[config.mk]
export PLATFORM = sky130hd
export DESIGN_NAME = ahb_gpio_irq
export DESIGN_NICKNAME = d
export VERILOG_FILES = /design/src/rtl/ahb_gpio_irq.sv
export SDC_FILE = /design/constraint.sdc
export NUM_CORES = 1
export LEC_CHECK = 0
export ABC_CLOCK_PERIOD_IN_PS = 3090
export BUFFER_PORTS_ARGS = -buffer_cell sky130_fd_sc_hd__buf_2
export CAP_MARGIN = 20
export CORE_MARGIN = 2
export CORE_UTILIZATION = 50
export DETAILED_ROUTE_END_ITERATION = 7
export PLACE_DENSITY = 0.75
export SYNTH_ARGS = -nofsm -noshare
export SYNTH_HDL_FRONTEND = slang
export SYNTH_SLANG_ARGS = --single-unit
export TNS_END_PERCENT = 50
[constraint.sdc]
create_clock -name HCLK -period 3.09 [get_ports HCLK]
set_clock_uncertainty 0.2 [all_clocks]
set_input_delay 0.1545 -clock HCLK [delete_from_list [all_inputs] [get_ports HCLK]]
set_output_delay 0.1545 -clock HCLK [all_outputs]
set_load 0.01 [all_outputs]
[src/rtl/ahb_gpio_irq.sv]
// AHB-Lite GPIO slave: per-pin direction, atomic set/clear writes and
// edge/level interrupts with sticky W1C status; zero wait states.
module ahb_gpio_irq #(
    parameter int GPIO_WIDTH  = 16,
    parameter int SYNC_STAGES = 2,
    parameter int ADDR_W      = 8
) (
    input  logic                  HCLK,
    input  logic                  HRESETn,
    input  logic                  HSEL,
    input  logic [31:0]           HADDR,
    input  logic [1:0]            HTRANS,
    input  logic                  HWRITE,
    input  logic [2:0]            HSIZE,
    input  logic [31:0]           HWDATA,
    input  logic                  HREADY,
    output logic                  HREADYOUT,
    output logic                  HRESP,
    output logic [31:0]           HRDATA,
    input  logic [GPIO_WIDTH-1:0] GPIOIN,
    output logic [GPIO_WIDTH-1:0] GPIOOUT,
    output logic [GPIO_WIDTH-1:0] GPIOEN,
    output logic [GPIO_WIDTH-1:0] GPIOINT,
    output logic                  GPIOIRQ
);
    localparam int AW = ADDR_W - 2;
    localparam int W  = GPIO_WIDTH;

    typedef logic [W-1:0] pins_t;

    logic          acc;
    logic          wr_q;
    logic          rd_q;
    logic [AW-1:0] idx_q;
    logic [31:0]   rdata;
    logic          unused_bits;

    pins_t data_q, dir_q, ie_q, itype_q, ipol_q;
    pins_t edge_q, prev_q, din, wd, w1c;
    pins_t ev, lvl, status;
    pins_t sync_q [SYNC_STAGES];

    logic hit_data, hit_dir, hit_din, hit_set, hit_clr;
    logic hit_ie, hit_itype, hit_ipol, hit_stat;

    assign acc         = HSEL & HREADY & HTRANS[1];
    assign unused_bits = ^{HSIZE, HADDR, HWDATA};

    always_ff @(posedge HCLK or negedge HRESETn) begin
        if (!HRESETn) begin
            wr_q  <= 1'b0;
            rd_q  <= 1'b0;
            idx_q <= '0;
        end else begin
            wr_q <= acc & HWRITE;
            rd_q <= acc & ~HWRITE;
            if (acc) idx_q <= HADDR[ADDR_W-1:2];
        end
    end

    assign hit_data  = idx_q == AW'(0);
    assign hit_dir   = idx_q == AW'(1);
    assign hit_din   = idx_q == AW'(2);
    assign hit_set   = idx_q == AW'(3);
    assign hit_clr   = idx_q == AW'(4);
    assign hit_ie    = idx_q == AW'(5);
    assign hit_itype = idx_q == AW'(6);
    assign hit_ipol  = idx_q == AW'(7);
    assign hit_stat  = idx_q == AW'(8);

    always_ff @(posedge HCLK or negedge HRESETn) begin
        if (!HRESETn) begin
            for (int i = 0; i < SYNC_STAGES; i++) sync_q[i] <= '0;
            prev_q <= '0;
        end else begin
            sync_q[0] <= GPIOIN;
            for (int i = 1; i < SYNC_STAGES; i++) sync_q[i] <= sync_q[i-1];
            prev_q <= din;
        end
    end

    assign din = sync_q[SYNC_STAGES-1];
    assign wd  = HWDATA[W-1:0];
    assign w1c = (wr_q & hit_stat) ? wd : '0;
    assign ev  = (ipol_q & din & ~prev_q) | (~ipol_q & ~din & prev_q);
    assign lvl = ie_q & ~(din ^ ipol_q);

    // A new edge event beats a simultaneous W1C on the same bit.
    always_ff @(posedge HCLK or negedge HRESETn) begin
        if (!HRESETn) begin
            data_q  <= '0;
            dir_q   <= '0;
            ie_q    <= '0;
            itype_q <= '0;
            ipol_q  <= '0;
            edge_q  <= '0;
        end else begin
            if (wr_q) begin
                unique case (1'b1)
                    hit_data:  data_q  <= wd;
                    hit_set:   data_q  <= data_q | wd;
                    hit_clr:   data_q  <= data_q & ~wd;
                    hit_dir:   dir_q   <= wd;
                    hit_ie:    ie_q    <= wd;
                    hit_itype: itype_q <= wd;
                    hit_ipol:  ipol_q  <= wd;
                    default: ;
                endcase
            end
            edge_q <= (edge_q & ~w1c) | (ev & ie_q & itype_q);
        end
    end

    assign status = (itype_q & edge_q) | (~itype_q & lvl);

    always_comb begin
        rdata = '0;
        if (rd_q) begin
            unique case (1'b1)
                hit_data:  rdata[W-1:0] = data_q;
                hit_dir:   rdata[W-1:0] = dir_q;
                hit_din:   rdata[W-1:0] = din;
                hit_ie:    rdata[W-1:0] = ie_q;
                hit_itype: rdata[W-1:0] = itype_q;
                hit_ipol:  rdata[W-1:0] = ipol_q;
                hit_stat:  rdata[W-1:0] = status;
                default: ;
            endcase
        end
    end

    assign HRDATA    = rdata;
    assign HREADYOUT = 1'b1;
    assign HRESP     = 1'b0;
    assign GPIOOUT   = data_q;
    assign GPIOEN    = dir_q;
    assign GPIOINT   = status;
    assign GPIOIRQ   = |status;

endmodule

# ---- Word-level counts from Yosys, hierarchy flattened
# Cells that the tools add are included.
dict set report word_totals {
  ff_bits 152
  inputBits 90
}
dict set report classes {
  n_reduce_logical 8
  eq_ne 8
  bitwise_logic 29
  mux 4
}
# op n
set ops {}
lappend ops {{16-bit AND} 11}
lappend ops {{16-bit inverter} 7}
lappend ops {{16-bit one-hot mux with 7 select lines} 1}
lappend ops {{16-bit bitwise OR} 4}
lappend ops {{16-bit one-hot mux with 3 select lines} 1}
lappend ops {{16-bit two-way mux} 2}
lappend ops {{6-bit by 3-bit equality test with 1-bit output, second input constant} 4}
lappend ops {{16-bit OR reduction} 1}
lappend ops {{16-bit XOR} 1}
lappend ops {{6-bit by 2-bit equality test with 1-bit output, second input constant} 2}
lappend ops {{2-bit AND reduction} 5}
lappend ops {{6-bit by 1-bit equality test with 1-bit output, second input constant} 1}
lappend ops {{6-bit by 4-bit equality test with 1-bit output, second input constant} 1}
lappend ops {{6-bit zero test} 1}
lappend ops {{1-bit AND} 5}
lappend ops {{3-bit nonzero test} 1}
lappend ops {{1-bit inverter} 1}

# ---- Depth between registers and ports, before layout
# Gate-level depths: netlist of run 1.
dict set report depth {
  word_depth 7
  depth_mapped 6
  depth_no_buf 6
}

# ---- Least setup slack after synthesis of run 1
# No wires, ideal clock.
dict set report synth_timing {
  path_kind {register -> output}
  from {register idx_q[2]}
  to {output HRDATA[7]}
  path_stages_with_launch 6
  setup_slack_ns 0.938
  t_arrival_ns 1.797
  path_cell_list {dfrtp_1 -> or4b_1 -> nor2_2 -> buf_2 -> a21oi_1 -> a31oi_1}
}
dict set report synth_between {
  elab_chain_len 3
  elab_cells_between_ends 9
}
# element line
set synth_lines {}
lappend synth_lines {{from (decl)} 34} ;# logic [AW-1:0] idx_q;
lappend synth_lines {{from (signal assigned)} 57} ;# if (acc) idx_q <= HADDR[ADDR_W-1:2];
lappend synth_lines {{6-bit by 4-bit equality test with 1-bit output, or another cell as far along} 69} ;# assign hit_stat = idx_q == AW'(8);
lappend synth_lines {{16-bit one-hot mux with 7 select lines *} 119} ;# unique case (1'b1)
lappend synth_lines {{16-bit two-way mux *} 118} ;# if (rd_q) begin
lappend synth_lines {{to (decl)} 19} ;# output logic [31:0] HRDATA,
# Every way passes the cells marked *; elsewhere a longest branch is shown, timed or not.

# ---- Worst setup path after layout of run 1
dict set report layout_timing {
  from {register idx_q[3]}
  to {output HRDATA[10]}
}
# Same word-level chain as after synthesis.

==> impl_metrics.toml, run 1 <==
[worst_setup_path]
crit_fanout = 10
cp.required_ns = 2.74
crit_chain = "or3_1 -> nor2_1 -> a32oi_1 -> a31oi_1 -> buf_2"
end_kind = "output port"
r2r_cells = 5
critPathKind = "flip-flop to output port"
cp_data_arrival_time_ns = 2.59
max_stage_delay_ns = 0.66
cp_slowest_cell = "or3_1"
startpoint_type = "flip-flop"

[sta]
fin_ws_ns = 0.1487
tightest_slew_ns = 0.7843
min_period_ns = 2.941
slew_violations = 0
slew_headroom_pct = 47.71
whs_ns = 0.02590
setup_viol = 0
setup_tns_ns = 0
hold_viol_final = 0
fmax_ghz = 0.3400
finalCritPeriodShare_pct = 95.19
rsz0062_at_grt = "no"

[layout]
antenna_cells = 0
area_growth_pct = 24.93
final_util_pct = 63.46
nFillCells = 1095
nNetsFinal = 899
drive_gt1_share_pct = 34.94
finalNonFillerCells = 974

[yosys]
syn_area_per_cell_um2 = 12.09
synth_top_flop_cell = "dfrtp_1"
synth.distinct_cells = 52
synth_area_leaders = "dfrtp_1 (52%), mux2_2 (13%), ha_1 (5.5%), a22o_1 (2.7%), nand2_1 (2.5%)"
yosysMostFrequentCell = "dfrtp_1"
synth_top_area_share_pct = 51.91
yosysWarnings = 0
synth_seq_area_share_pct = 51.91
syn-cell-area_um2 = 7327
synthArstFlopShare_pct = 100.0
synth_area_leader_cell = "dfrtp_1"
synth_edf_count = 0
synthCells = 606
ys_ff_latch = 152
synth_common_cells = "dfrtp_1 (152), mux2_2 (83), nand2_1 (49)"

[cts]
insertion_delay_ns = 0.43
root_buffer = "clkbuf_16"
h-tree-depth = 4
cts_tree = "yes"
cts_buffers = 17
cts_sinks = 152
path_clk_slew_ns = 0.06
clock_path_buffers = 2

[floorplan]
start_util_pct = 50.80
rows = 44
die_x_um = 125.1
fp.dieH_um = 125.1
core_um2 = 14420
ioPinCount = 173
die_area_um2 = 15640

[power]
p_leak_nw = 4.256
p_per_area_nw_per_um2 = 580.7
ir_worst_vdd_v = 0.0004005

[global_route]
grt_max_degree = 80
grtUsageTotal_pct = 26.14
antenna_found_initial = 0
grt_pass1_wl_mm = 31.52
grt-ovfl-total = 0
grt_pass1_vias = 5902

[drt]
drt_iter0_markers = 594
drc = 0
drt-wirelength-per-cell_um = 20.57
drtPass1Iterations = 5
wl_mm = 20.03
viasPerCell = 5.885
vias = 5732
final_antenna_net_count = 0

[job]
maxCapViolCount = 0

[placed_design]
place_hpwl_mm = 13.56
gp_congestion = 0.8668
io_buffers = 108
placed_cells = 900
dp_slack_ns = 0.5448

[worst_hold_path]
hold_depth = 3
hp-class = "primary input to flip-flop"

[run_status]
status = "completed"
[cells in the final DEF, fill, tap and decap left out, types with 2 or more instances in the layout]
master,count
nand3_2,2
nor2b_1,3
a32o_1,16
a221oi_1,5
inv_6,4
mux2_2,83
buf_4,31
a21oi_1,4
a211o_1,5
nand4_1,2
a22o_1,23
a31oi_1,14
nor3_1,4
mux2_4,10
nor4_1,4
clkinvlp_4,3
o21ai_0,36
clkbuf_16,17
bufinv_16,2
nor2_1,6
nand3_1,3
nand2b_1,18
dfrtp_1,152
buf_2,107
clkinv_2,3
ha_1,32
a22oi_1,21
a2bb2oi_1,2
inv_1,35
dlygate4sd3_1,40
mux2i_1,5
nand2_1,49
conb_1,18
a32oi_1,5
[state kept, by name, summed over array words and instances (netlist names)]
name / cells
GPIOEN: 16
edge_q: 16
sync_q: 16
ie_q: 16
rd_q: 1
din: 16
idx_q: 6
ipol_q: 16
GPIOOUT: 16
wr_q: 1
prev_q: 16
itype_q: 16
[kinds of logic (layout without fill, tap and decap cells)]
kind of cell / after synthesis / count (layout) / share of synthesized area, %
and+or+nand+nor: 106 / 106 / 7.907
buffers and inverters: 79 / 247 / 5.362
adders and majority gates: 32 / 32 / 5.464
muxes: 98 / 98 / 15.49
DFF: 152 / 152 / 51.91
AOI/OAI and AO/OA: 137 / 137 / 13.76
other: 2 / 18 / 0.1025
[metrics by stage]
stage          cell area (µm²)  power (mW)
2_1_floorplan             7387       2.838
3_3_place_gp              8147       3.172
3_5_place_dp              8147       3.214
4_1_cts                   9134       5.327
5_1_grt                   9154       5.527
6_report                  9154       5.316
[power breakdown]
part | switching, mW | total, mW | internal (mW)
combinational | 0.485 | 0.900 | 0.415
clock | 0.859 | 2.08 | 1.22
sequential | 0.173 | 2.34 | 2.16
total | 1.52 | 5.32 | 3.80
[critical path: cells and delay by family, from the launching register on]
family / cells / cell delay, ns
and+or+nand+nor: 2 / 1.12
DFF: 1 / 0.46
AOI/OAI and AO/OA: 2 / 0.40
buffers and inverters: 1 / 0.17
[worst paths after layout]
check / startpoint / end / slack (ns)
worst max-delay path: idx_q[3] / HRDATA[10] / 0.15
worst min-delay path: HREADY / wr_q / 0.03
worst max register to register: idx_q[2] / GPIOOUT[9] / 0.56
worst min register to register: sync_q[28] / din[12] / 0.14
max in group asynchronous: HRESETn / sync_q[19] / 1.69
min in group asynchronous: HRESETn / prev_q[15] / 0.13
[area by class of cell]
class                           count  area, µm²  share of cell area, %
Clock inverter                     13      143.9                  1.572
Inverter                           35      131.4                  1.435
Sequential cell                   152       3804                  41.55
Timing Repair Buffer              180       1200                  13.11
Tap cell                          184      230.2                  2.515
Clock buffer                       19      442.9                  4.839
Multi-Input combinational cell    391       3202                  34.98
[timing repair]
action | in CTS | in global routing
endpoints found under the hold margin | 196 | 0
resized for setup | 0 | 1
endpoints found under the setup margin | 0 | 4
hold buffers | 40 | 0
setup buffers | 0 | 2
[routing by layer]
metal | global-route usage [%] | vias up | wire (µm)
met1 | 33.86 | 2916 | 8493
li1 | - | 2517 | -
met5 | 0 | - | 0
met4 | 10.92 | 0 | 488
met3 | 5.991 | 48 | 1391
met2 | 42.62 | 251 | 9657
(Power assumes the default switching activity.)
==> run 2: changes to the inputs <==
--- a/config.mk
+++ b/config.mk
@@ -5,13 +5,14 @@
 export SDC_FILE = /design/constraint.sdc
 export NUM_CORES = 1
 export LEC_CHECK = 0
+export ABC_AREA = 1
 export ABC_CLOCK_PERIOD_IN_PS = 3090
 export BUFFER_PORTS_ARGS = -buffer_cell sky130_fd_sc_hd__buf_2
 export CAP_MARGIN = 20
 export CORE_MARGIN = 2
 export CORE_UTILIZATION = 50
 export DETAILED_ROUTE_END_ITERATION = 7
-export PLACE_DENSITY = 0.75
+export PLACE_DENSITY = 0.74
 export SYNTH_ARGS = -nofsm -noshare
 export SYNTH_HDL_FRONTEND = slang
 export SYNTH_SLANG_ARGS = --single-unit
==> run 2 against run 1 <==
Compared with the run above: register-to-register slack improved by 0.31 ns; synthesized cell count increased by 63%; clock-buffer cell count increased by 4; worst hold slack improved by 0.060 ns; total power decreased by 6.8%; global-route usage increased by 0.67 points; first-iteration DRC count increased by 11%; flip-flop and latch count unchanged.
==> impl_metrics.toml, run 2 <==
[run_status]
status = "completed"

[layout]
nFillCells = 1297
final-seq-area_um2 = 3804
nNetsFinal = 1250
area_growth_pct = 21.71
antenna_cells = 0
layout_common_cells = "nand2_1 (250), dfrtp_1 (152), nand3_1 (113), buf_2 (107), inv_1 (102)"
layout_commonest_cell = "nand2_1"
drive_gt1_share_pct = 15.16
multi_input_area_um2 = 3405

[yosys]
synth_top_flop_cell = "dfrtp_1"
syn-cell-area_um2 = 7879
yosysWarnings = 0
synth_area_leaders = "dfrtp_1 (48%), nand2_1 (12%), nand3_1 (7.2%), o21ai_0 (5.5%), ha_1 (5.1%)"
synth_common_cells = "nand2_1 (250), dfrtp_1 (152), nand3_1 (113)"
ys_ff_latch = 152
synthArstFlopShare_pct = 100.0
synth_edf_count = 0
syn_area_per_cell_um2 = 7.999
synth_seq_area_share_pct = 48.28
yosysMostFrequentCell = "nand2_1"
synthCells = 985
synth_area_leader_cell = "dfrtp_1"
synth_top_area_share_pct = 48.28
synth.distinct_cells = 27

[power]
p_per_area_nw_per_um2 = 516.7
p_total_mw = 4.955
p_leak_nw = 5.228
ir_worst_vdd_v = 0.0004159

[worst_setup_path]
crit_fanout = 7
cp-startpoint = "idx_q[3]"
rrSetupSlack_ns = 0.87
cp_data_arrival_time_ns = 2.36
startpoint_type = "flip-flop"
max_stage_delay_ns = 0.43
r2r-end = "GPIOOUT[7]"
crit_top_cell = "nand2_1"
cp_slowest_cell = "dfrtp_1"
critPathKind = "flip-flop to output port"
r2r_cells = 9
cp.required_ns = 2.74
crit-reg2reg-launch = "idx_q[5]"
end_kind = "output port"
crit_chain = "inv_1 -> nand2_1 -> nor2_2 -> buf_4 -> nand3_1 -> nand2_1 -> nor2_1 -> a21oi_1 -> buf_2"

[cts]
root_buffer = "clkbuf_16"
cts_tree = "yes"
h-tree-depth = 4
path_clk_slew_ns = 0.06
clock_path_buffers = 2
post-cts-setup-buffers = 0
cts_buffers = 17
ctsResizeCount = 0
insertion_delay_ns = 0.43
cts_sinks = 152

[worst_hold_path]
worstHoldStart = "HTRANS[1]"
hold_depth = 3
worst_hold_path.endpoint = "wr_q"
hp-class = "primary input to flip-flop"

[drt]
drt_iter0_markers = 657
drtPass1Iterations = 6
drc = 0
final_antenna_net_count = 0
vias = 7178
wl_mm = 21.58
drt-wirelength-per-cell_um = 15.96
viasPerCell = 5.309

[sta]
hold_viol_final = 0
tightest_slew_ns = 0.7596
setup_viol = 0
rsz0062_at_grt = "no"
slew_headroom_pct = 49.36
min_period_ns = 2.719
setup_tns_ns = 0
slew_violations = 0
fin_ws_ns = 0.3708
fmax_ghz = 0.3678
finalCritPeriodShare_pct = 88.00

[placed_design]
io_buffers = 108
gp_congestion = 0.8720
dp_slack_ns = 0.8588
place_hpwl_mm = 14.72

[global_route]
grt-ovfl-total = 0
grt_pass1_wl_mm = 34.76
grtUsageTotal_pct = 26.80
antenna_found_initial = 0
grt_max_degree = 83
grt_pass1_vias = 6778

[floorplan]
rows = 45
ioPinCount = 173
start_util_pct = 51.45
die_area_um2 = 16780
fp.dieH_um = 129.5
core_um2 = 15310
die_x_um = 129.5

[job]
maxCapViolCount = 0
[run 2: how the worst max path moves through the flow]
stage,slack [ns],to
floorplan,1.32,HRDATA[10]
global placement,0.92,HRDATA[14]
detailed placement,0.86,HRDATA[14]
CTS,0.40,HRDATA[14]
global route,0.32,HRDATA[4]
finish,0.37,HRDATA[14]
[run 2: cells by family (layout without fill, tap and decap cells)]
| kind of cell | count (synthesis) | in the layout | synth area share, % |
|---|---|---|---|
| flip-flops | 152 | 152 | 48.28 |
| adder cells (fa/ha/maj) | 32 | 32 | 5.082 |
| AO/OA/AOI/OAI | 136 | 136 | 9.243 |
| buffers and inverters | 163 | 303 | 9.370 |
| other | 2 | 18 | 0.09532 |
| AND/OR/NAND/NOR | 500 | 500 | 27.93 |
[run 2: timing repair]
action,in CTS,in global routing
hold buffers,40,0
hold endpoints to repair,183,0
setup endpoints to repair,0,0
[run 2: stage by stage]
stage	utilization (%)	hold slack (ns)	cells	cell area, µm²
after detailed placement	55.93	0.04905	1280	8566
after global routing	62.61	0.1443	1352	9589
after CTS	62.61	0.07405	1352	9589
final	62.61	0.08548	1352	9589
after floorplan	-	-0.3411	1001	7939
after global placement	55.93	0.04605	1280	8566
[run 2: layout make-up]
class | count | area share, %
clock buffers | 23 | 4.984
clock inverters | 9 | 1.514
inverters | 105 | 4.162
multi-input cells | 686 | 35.50
flip-flops and latches | 152 | 39.67
well taps | 211 | 2.753
repair buffers | 166 | 11.42
[run 2: worst max-delay path, delay by kind of cell (launching register included)]
| family | cells | cell delay (ns) |
|---|---|---|
| compound gates | 1 | 0.19 |
| buf+inv | 3 | 0.54 |
| flops | 1 | 0.43 |
| simple gates | 5 | 0.77 |
[run 2: layer usage]
metal | up-vias | track usage, % | share of wire (%)
li1 | 3441 | - | -
met1 | 3407 | 38.05 | 45
met2 | 301 | 42.14 | 47
met3 | 29 | 4.294 | 6.8
met4 | 0 | 9.488 | 1.6
met5 | - | 0 | 0
[run 2: power breakdown]
| group | internal (mW) | total (mW) | switching (mW) |
|---|---|---|---|
| Clock | 1.41 | 2.21 | 0.801 |
| Combinational | 0.193 | 0.559 | 0.366 |
| Sequential | 2.09 | 2.18 | 0.0966 |
